### src/rtl/freq_meas_pkg.sv
// Shared definitions for the frequency-measurement scheduler: FSM state codes,
// channel-width helper and elaboration-time parameter sanity checks.
package freq_meas_pkg;

   localparam int STATE_W = 3;
   typedef logic [STATE_W-1:0] state_t;

   localparam state_t ST_IDLE   = 3'd0;
   localparam state_t ST_SETTLE = 3'd1;
   localparam state_t ST_CLEAR  = 3'd2;
   localparam state_t ST_GATE   = 3'd3;
   localparam state_t ST_WAIT   = 3'd4;
   localparam state_t ST_REPORT = 3'd5;

   function automatic int ch_width(input int num_ch);
      return (num_ch <= 2) ? 1 : $clog2(num_ch);
   endfunction

   function automatic int max3(input int a, input int b, input int c);
      int m;
      m = (a > b) ? a : b;
      return (m > c) ? m : c;
   endfunction

   // The phase timer is loaded with N-1, but it must be able to represent the largest phase length.
   function automatic bit params_ok(input int num_ch, input int ch_w, input int cntr_size,
                                    input int gate_cycles, input int settle_cycles,
                                    input int cdc_lat, input int timer_w);
      longint max_len;
      max_len = longint'(max3(gate_cycles, settle_cycles, cdc_lat));
      return (num_ch >= 2) && (num_ch <= 16) && (ch_w == ch_width(num_ch)) &&
             (cntr_size >= 1) && (gate_cycles >= 1) && (settle_cycles >= 1) &&
             (cdc_lat >= 1) && (timer_w >= 1) && (timer_w <= 32) &&
             (max_len <= ((longint'(1) << timer_w) - 1));
   endfunction

endpackage

### src/rtl/rr_arbiter.sv
// Combinational round-robin arbiter: grants the first requester at or after
// (last_i + 1) mod NUM_CH.
module rr_arbiter
   import freq_meas_pkg::*;
#(
   parameter int NUM_CH = 4,
   parameter int CH_W   = ch_width(NUM_CH)
) (
   input  logic [NUM_CH-1:0] req_i,
   input  logic [CH_W-1:0]   last_i,
   output logic [NUM_CH-1:0] grant_o,
   output logic [CH_W-1:0]   grant_idx_o,
   output logic              any_req_o
);

   logic found;
   int   k;

   always_comb begin
      grant_o     = '0;
      grant_idx_o = '0;
      found       = 1'b0;
      k           = 0;
      for (int i = 0; i < NUM_CH; i++) begin
         // last_i never exceeds NUM_CH-1, so two conditional subtractions wrap any offset.
         k = int'(last_i) + 1 + i;
         if (k >= NUM_CH) k = k - NUM_CH;
         if (k >= NUM_CH) k = k - NUM_CH;
         if (!found && req_i[k]) begin
            found       = 1'b1;
            grant_o[k]  = 1'b1;
            grant_idx_o = CH_W'(k);
         end
      end
   end

   assign any_req_o = |req_i;

endmodule

### src/rtl/freq_meas_scheduler.sv
// Time-shares one freq_counter between NUM_CH clock sources: arbitrate, settle,
// clear, gate, wait out CDC latency, then hand the tagged count to the host.
module freq_meas_scheduler
   import freq_meas_pkg::*;
#(
   parameter int NUM_CH        = 4,
   parameter int CH_W          = ch_width(NUM_CH),
   parameter int CNTR_SIZE     = 10,
   parameter int GATE_CYCLES   = 1000,
   parameter int SETTLE_CYCLES = 4,
   parameter int CDC_LAT       = 3,
   parameter int TIMER_W       = 16
) (
   input  logic                 clk_i,
   input  logic                 rst_ni,
   input  logic                 en_i,
   input  logic [NUM_CH-1:0]    req_i,
   output logic [CH_W-1:0]      sel_o,
   output logic                 cntr_clr_o,
   output logic                 gate_o,
   input  logic [CNTR_SIZE-1:0] cnt_in_i,
   output logic                 res_valid_o,
   input  logic                 res_ready_i,
   output logic [CH_W-1:0]      res_chan_o,
   output logic [CNTR_SIZE-1:0] res_freq_o,
   output logic                 res_sat_o,
   output logic                 busy_o,
   output state_t               state_o,
   output logic [NUM_CH-1:0]    arb_grant_o
);

   if (!params_ok(NUM_CH, CH_W, CNTR_SIZE, GATE_CYCLES, SETTLE_CYCLES, CDC_LAT, TIMER_W))
   begin : g_bad_params
      $error("freq_meas_scheduler: parameter out of range");
   end

   localparam logic [TIMER_W-1:0] SETTLE_LD = TIMER_W'(SETTLE_CYCLES - 1);
   localparam logic [TIMER_W-1:0] GATE_LD   = TIMER_W'(GATE_CYCLES - 1);
   localparam logic [TIMER_W-1:0] WAIT_LD   = TIMER_W'(CDC_LAT - 1);
   localparam logic [CH_W-1:0]    LAST_RST  = CH_W'(NUM_CH - 1);

   state_t               state_q, state_d;
   logic [TIMER_W-1:0]   timer_q, timer_d;
   logic [CH_W-1:0]      sel_q, sel_d;
   logic [CH_W-1:0]      last_q, last_d;
   logic [CH_W-1:0]      chan_q, chan_d;
   logic [CNTR_SIZE-1:0] freq_q, freq_d;
   logic                 sat_q, sat_d;
   logic                 clr_q, gate_q, valid_q, busy_q;

   logic [NUM_CH-1:0]    grant_oh;
   logic [CH_W-1:0]      grant_idx;
   logic                 any_req;
   logic                 timer_done;

   rr_arbiter #(
      .NUM_CH (NUM_CH),
      .CH_W   (CH_W)
   ) u_arb (
      .req_i       (req_i),
      .last_i      (last_q),
      .grant_o     (grant_oh),
      .grant_idx_o (grant_idx),
      .any_req_o   (any_req)
   );

   assign timer_done = (timer_q == '0);

   // Handshake: a result is transferred on any cycle where res_valid_o && res_ready_i;
   // res_chan_o/res_freq_o/res_sat_o are held stable while valid is high and ready is low.
   always_comb begin
      state_d = state_q;
      timer_d = timer_q;
      sel_d   = sel_q;
      last_d  = last_q;
      chan_d  = chan_q;
      freq_d  = freq_q;
      sat_d   = sat_q;
      unique case (state_q)
         ST_IDLE: begin
            if (en_i && any_req) begin
               sel_d   = grant_idx;
               timer_d = SETTLE_LD;
               state_d = ST_SETTLE;
            end
         end
         ST_SETTLE: begin
            if (!en_i)           state_d = ST_IDLE;
            else if (timer_done) state_d = ST_CLEAR;
            else                 timer_d = timer_q - TIMER_W'(1);
         end
         ST_CLEAR: begin
            if (!en_i) begin
               state_d = ST_IDLE;
            end else begin
               timer_d = GATE_LD;
               state_d = ST_GATE;
            end
         end
         ST_GATE: begin
            if (!en_i) begin
               state_d = ST_IDLE;
            end else if (timer_done) begin
               timer_d = WAIT_LD;
               state_d = ST_WAIT;
            end else begin
               timer_d = timer_q - TIMER_W'(1);
            end
         end
         ST_WAIT: begin
            if (!en_i) begin
               state_d = ST_IDLE;
            end else if (timer_done) begin
               chan_d  = sel_q;
               freq_d  = cnt_in_i;
               sat_d   = (cnt_in_i == {CNTR_SIZE{1'b1}});
               state_d = ST_REPORT;
            end else begin
               timer_d = timer_q - TIMER_W'(1);
            end
         end
         ST_REPORT: begin
            // en_i is deliberately ignored here so a captured result is never dropped.
            if (res_ready_i) begin
               last_d  = chan_q;
               state_d = ST_IDLE;
            end
         end
         default: state_d = ST_IDLE;
      endcase
   end

   always_ff @(posedge clk_i or negedge rst_ni) begin
      if (!rst_ni) begin
         state_q <= ST_IDLE;
         timer_q <= '0;
         sel_q   <= '0;
         last_q  <= LAST_RST;
         chan_q  <= '0;
         freq_q  <= '0;
         sat_q   <= 1'b0;
         clr_q   <= 1'b0;
         gate_q  <= 1'b0;
         valid_q <= 1'b0;
         busy_q  <= 1'b0;
      end else begin
         state_q <= state_d;
         timer_q <= timer_d;
         sel_q   <= sel_d;
         last_q  <= last_d;
         chan_q  <= chan_d;
         freq_q  <= freq_d;
         sat_q   <= sat_d;
         clr_q   <= (state_d == ST_CLEAR);
         gate_q  <= (state_d == ST_GATE);
         valid_q <= (state_d == ST_REPORT);
         busy_q  <= (state_d != ST_IDLE);
      end
   end

   assign sel_o       = sel_q;
   assign cntr_clr_o  = clr_q;
   assign gate_o      = gate_q;
   assign res_valid_o = valid_q;
   assign res_chan_o  = chan_q;
   assign res_freq_o  = freq_q;
   assign res_sat_o   = sat_q;
   assign busy_o      = busy_q;
   assign state_o     = state_q;
   assign arb_grant_o = grant_oh;

endmodule

### config.mk
export PLATFORM = sky130hd
export DESIGN_NAME = freq_meas_scheduler
export DESIGN_NICKNAME = d
export VERILOG_FILES = /design/src/rtl/freq_meas_pkg.sv /design/src/rtl/rr_arbiter.sv /design/src/rtl/freq_meas_scheduler.sv
export SDC_FILE = /design/constraint.sdc
export NUM_CORES = 1
export LEC_CHECK = 0
export CAP_MARGIN = 20
export CORE_MARGIN = 3
export CORE_UTILIZATION = 55
export DETAILED_ROUTE_END_ITERATION = 8
export PLACE_DENSITY = 0.87
export SYNTH_ARGS = -nofsm -noshare
export SYNTH_HDL_FRONTEND = slang
export SYNTH_SLANG_ARGS = --single-unit
### constraint.sdc
create_clock -name clk_i -period 5.73 [get_ports clk_i]
set_clock_uncertainty 0.05 [all_clocks]
set_input_delay 1.146 -clock clk_i [delete_from_list [all_inputs] [get_ports clk_i]]
set_output_delay 1.146 -clock clk_i [all_outputs]
set_load 0.05 [all_outputs]
[Word-level counts from Yosys, hierarchy flattened]
Cells that the tools add are included.
Word-level totals
  bits of input ports: 18
  register bits: 40
Cells by class
  bitwise gates (word level): 3
  add/subtract/negate cells: 13
  equal/unequal tests: 14
  reduce and logical (&&, ||, !) cells: 21
  order comparisons: 16
  mux-type cells: 56
Operators with widths (count)
  $mux 32: 8
  $ge 32x4->1 const B: 7
  $sub 32x4->32 const B: 7
  $ge 32x1->1 const B: 4
  $lt 32x4->1 const B: 4
  $mux 16: 6
  $add 32x3->32 const B: 2
  $pmux 16 s4: 1
  $add 32x2->32 const B: 1
  $mux 3: 8
  $pmux 3 s6: 1
  $logic_not 16->1: 1
  $mux 4: 4
  $sub 16x1->16 const B: 1
  $mux 1: 15
  $eq 3x2->1 const B: 4
  $or 4x4->4: 3
  $eq 10x10->1 const B: 1
  $mux 2: 5
  $eq 3x3->1 const B: 3
  $bmux 1 s2: 4
  $demux 1 s2: 4
  $logic_and 1x1->1: 8
  $ne 2x2->1 const B: 4
  other kinds (14): 17

[Depth between registers and ports, before layout]
  depth after elaboration: 18
  depth in mapped cells: 8
  mapped depth without buffers: 7

[Hierarchy]
Synthesis repeated with hierarchy kept, for this count alone.
Second synthesis, totals
  cells, all modules: 259
  area, all modules: 2597.5 µm²
By module, submodules not included
  freq_meas_scheduler: cells each 202, times used 1, area an instance 2128.3 µm²
  rr_arbiter: cells each 57, times used 1, area an instance 469.2 µm²

[Least setup slack after synthesis]
No wires, ideal clock.
  kind: input to output
  from: input req_i[3]
  to: output arb_grant_o[0]
  path buffers: 1
  arrival: 2.786 ns
  setup slack: 1.748 ns
  cell stages on the path: 6
  data required time: 4.534 ns
  path through: clkbuf_1 > mux2i_1 > nand2_1 > or4_1 > a21boi_0 > a221o_1
On the way
  longest elaborated chain between the ends: 13
  elaborated cells between the ends (all ways): 28
RTL lines
  start, declared: line freq_meas_scheduler.sv:17  | input logic [NUM_CH-1:0] req_i,
  $bmux 1 s2: line rr_arbiter.sv:29  | if (!found && req_i[k]) begin
  $mux 1 (not written as such) (2 in series): line rr_arbiter.sv:29
  $mux 1: line rr_arbiter.sv:29
  $logic_not 1->1: line rr_arbiter.sv:29
  $logic_and 1x1->1: line rr_arbiter.sv:29
  $mux 1: line rr_arbiter.sv:29
  $logic_not 1->1: line rr_arbiter.sv:29
  $logic_and 1x1->1: line rr_arbiter.sv:29
  $mux 1: line rr_arbiter.sv:29
  $logic_not 1->1: line rr_arbiter.sv:29
  $logic_and 1x1->1: line rr_arbiter.sv:29
  $mux 4 (*): line rr_arbiter.sv:29
  end, declared: line freq_meas_scheduler.sv:29  | output logic [NUM_CH-1:0] arb_grant_o
Every way passes the cells marked *; elsewhere a longest branch is shown, timed or not. The select of a mux whose other input is x is not followed.

[Worst setup path in the final report]
  from: input req_i[3]
  to: output arb_grant_o[2]
Same word-level chain as after synthesis.

==> results.tsv <==
metric	value	unit
status	completed	
ys_warn_count	0	
cp_cell_sequence	clkdlybuf4s50_1 -> mux2i_1 -> nand2_1 -> or4_1 -> a21boi_0 -> a221o_1 -> clkdlybuf4s50_1	
final_cells	366	
htreeDepth	2	
stdcell_area	3170	µm²
design.core.area	4470	µm²
vias	2392	
top_usage_layer	met2	
cts_root_buffer	clkbuf_8	
syn_to_final_growth	21.0	%
cts-hold-fix-buffers	0	
diodes	0	
holdPathStages	1	
grt_max_degree	41	
pwr_density_cell	333	nW/µm²
worst_slew_pin_slew	1.01	ns
max_clock_freq	0.193	GHz
ant_nets	0	
fin_tns_setup	0	ns
first_global_vias	2163	
relSlewSlack	32.3	%
rsz0062_at_grt	no	
cts_tree	done	
io_pins	44	
grt_usage	23.4	%
met2_usage	34.7	%
synth_area_per_cell	9.48	µm²
hold_path_end	res_sat_o	
synth_seq_cells	40	
min_period	5.18	ns
hold_class	flip-flop to flip-flop	
cp-end-kind	primary output	
overflow	0	
post_cts_resized	0	
yosysSeqAreaShare	38.4	%
rows	24	
placed_cell_area	3050	µm²
r2r_end	busy_o	
drive_gt1_share	11.8	%
clk_pin_slew	0.08	ns
cts_buffers	5	
rrSetupSlack	2.75	ns
cap_violations	0	
critPathMostFrequentCell	clkdlybuf4s50_1	
place_hpwl	4460	µm
wl_per_cell	17.0	µm
leakagePower	1.30	nW
min_from	res_sat_o	
required	4.53	ns
hold_viol	0	
synth_area	2620	µm²
crit_cells	7	
post-cts-setup-buffers	0	
critical_path_class	input port to primary output	
clock_latency	0.30	ns
cp_top_family	buffers and inverters	
die_h	75.0	µm
ir_drop	0.174	mV
yosys.cell_types.count	58	
finalMaxSlewViolations	0	
slowest_delay	0.80	ns
synthesis.nets	303	
die_area	5620	µm²
drt-initial-drc-count	274	
r2r_start	timer_q[0]	
cp.buffers_inverters	2	
final_util	70.7	%
synthCells	276	
async_flop_share	100	%
worstPathArrival	3.99	ns
worst-path-max-fanout	11	
reg2reg_depth	7	
grt_pass1_wl	10200	µm
postRouteWirelength	6220	µm
die_w	75.0	µm
io_buffers	43	
use_met1	34.4	%
cp-start-kind	input port	
dp_cells	358	
antenna_found_initial	0	
cp_slowest_cell	clkdlybuf4s50_1	
setup_viol	0	
avgViaCountPerCell	6.54	
ys.flop_type	dfrtp_1	
drt-pass1-iter-count	5	
fin_nets	340	
finalCritPeriodShare	90.4	%
initial_core_util	58.5	%
clkSinkCount	40	
clock_path_buffers	2	
synth-edff-count	0	
met3_usage	3.74	%
drcViolationCount	0	
gp_congestion	0.912	
-- synthesized netlist by cell type (3+ instances only) --
library cell	n	share of area, %
a211oi_1	5	1.4
a21o_1	5	1.4
a21oi_1	18	3.4
a221o_1	4	1.5
a22o_1	3	1.0
a31oi_1	5	1.2
buf_2	3	0.57
clkbuf_1	9	1.3
dfrtp_1	38	36
ha_1	9	4.3
inv_1	10	1.4
mux2_2	14	6.0
nand2_1	13	1.9
nand2b_1	10	2.4
nand3b_1	4	1.1
nand4_1	3	0.72
nor2_1	22	3.2
nor2b_1	5	1.2
nor3_1	6	1.1
nor3b_1	3	0.86
nor4_1	3	0.72
nor4b_1	3	1.0
o21ai_0	15	2.9
o22ai_1	4	0.96
o31ai_1	7	2.0
or3_1	5	1.2
or4_1	7	2.0
xnor2_1	3	1.0
-- metrics by stage --
stage	power (mW)	hold WS, ns	worst slack, ns
floorplan	0.705	0.473	1.75
global placement	0.809	0.408	0.700
detailed placement	0.815	0.435	0.608
CTS	1.05	0.454	0.605
global route	1.12	0.465	0.453
finish	1.05	0.449	0.547
-- worst register-to-register path: stages (launching register included) --
cell and delay (ns):
dfrtp_1 0.40, inv_1 0.13, ha_1 0.20, or3b_2 0.49, nor4_4 0.65, a211oi_1 0.23
a31o_1 0.24, or4b_1 0.46
-- cell families (layout without fill, tap and decap cells) --
logic type,after synthesis,after routing,share of synthesized area (%)
mux,17,17,7.65
simple gates,99,99,22.8
buf+inv,23,61,3.59
compound gates,84,84,22.0
fa+ha+maj,9,9,4.30
flops,40,40,38.4
xor+xnor,4,4,1.34
-- routing by layer --
metal / routed length [µm] / share of wire [%] / vias to the layer above
met5: 0 / 0 / -
met4: 63 / 1.0 / 0
met3: 461 / 7.4 / 9
met2: 2980 / 48 / 115
met1: 2710 / 44 / 1139
li1: - / - / 1129
-- report_power, final --
group | switching, mW | internal [mW] | leakage [nW]
clock | 0.104 | 0.131 | 0.0548
combinational | 0.255 | 0.169 | 0.714
sequential | 0.0664 | 0.330 | 0.530
total | 0.425 | 0.629 | 1.30
-- area by class of cell --
type | count | area, µm²
Tap cell | 52 | 65.1
Clock inverter | 3 | 46.3
Sequential cell | 40 | 1000
Fill cell | 351 | 1310
Clock buffer | 5 | 68.8
Multi-Input combinational cell | 213 | 1520
Inverter | 10 | 37.5
Timing Repair Buffer | 43 | 425
-- worst max-delay path by stage --
stage,startpoint,slack (ns),to
3_3_place_gp,req_i[3],0.70,arb_grant_o[1]
5_1_grt,req_i[3],0.45,arb_grant_o[0]
6_report,req_i[3],0.55,arb_grant_o[2]
2_1_floorplan,req_i[3],1.75,arb_grant_o[0]
4_1_cts,req_i[3],0.60,arb_grant_o[2]
3_5_place_dp,req_i[3],0.61,arb_grant_o[2]
-- sequential cells by signal, summed over array words and instances, names as in the netlist --
| name | count |
|---|---|
| busy_o | 1 |
| cntr_clr_o | 1 |
| gate_o | 1 |
| last_q | 2 |
| res_chan_o | 2 |
| res_freq_o | 10 |
| res_sat_o | 1 |
| res_valid_o | 1 |
| sel_o | 2 |
| state_o | 3 |
| timer_q | 16 |
-- layout by cell type, fill, tap and decap left out, types with 3 or more instances in the layout --
cell,count
or4_1,7
o22ai_1,4
nand3b_1,4
a22o_1,3
nor3b_1,3
dfrtp_1,38
nand2_1,13
a21o_1,5
nor4b_1,3
nor2b_1,5
mux2_2,14
a221o_1,4
a31oi_1,5
inv_1,10
o21ai_0,15
clkbuf_8,5
a21oi_1,18
or3_1,5
nor2_1,22
nor4_1,3
o31ai_1,7
ha_1,9
nand2b_1,10
xnor2_1,3
nand4_1,3
clkdlybuf4s50_1,42
nor3_1,6
a211oi_1,5
No activity file was read; power rests on OpenSTA's default activity.
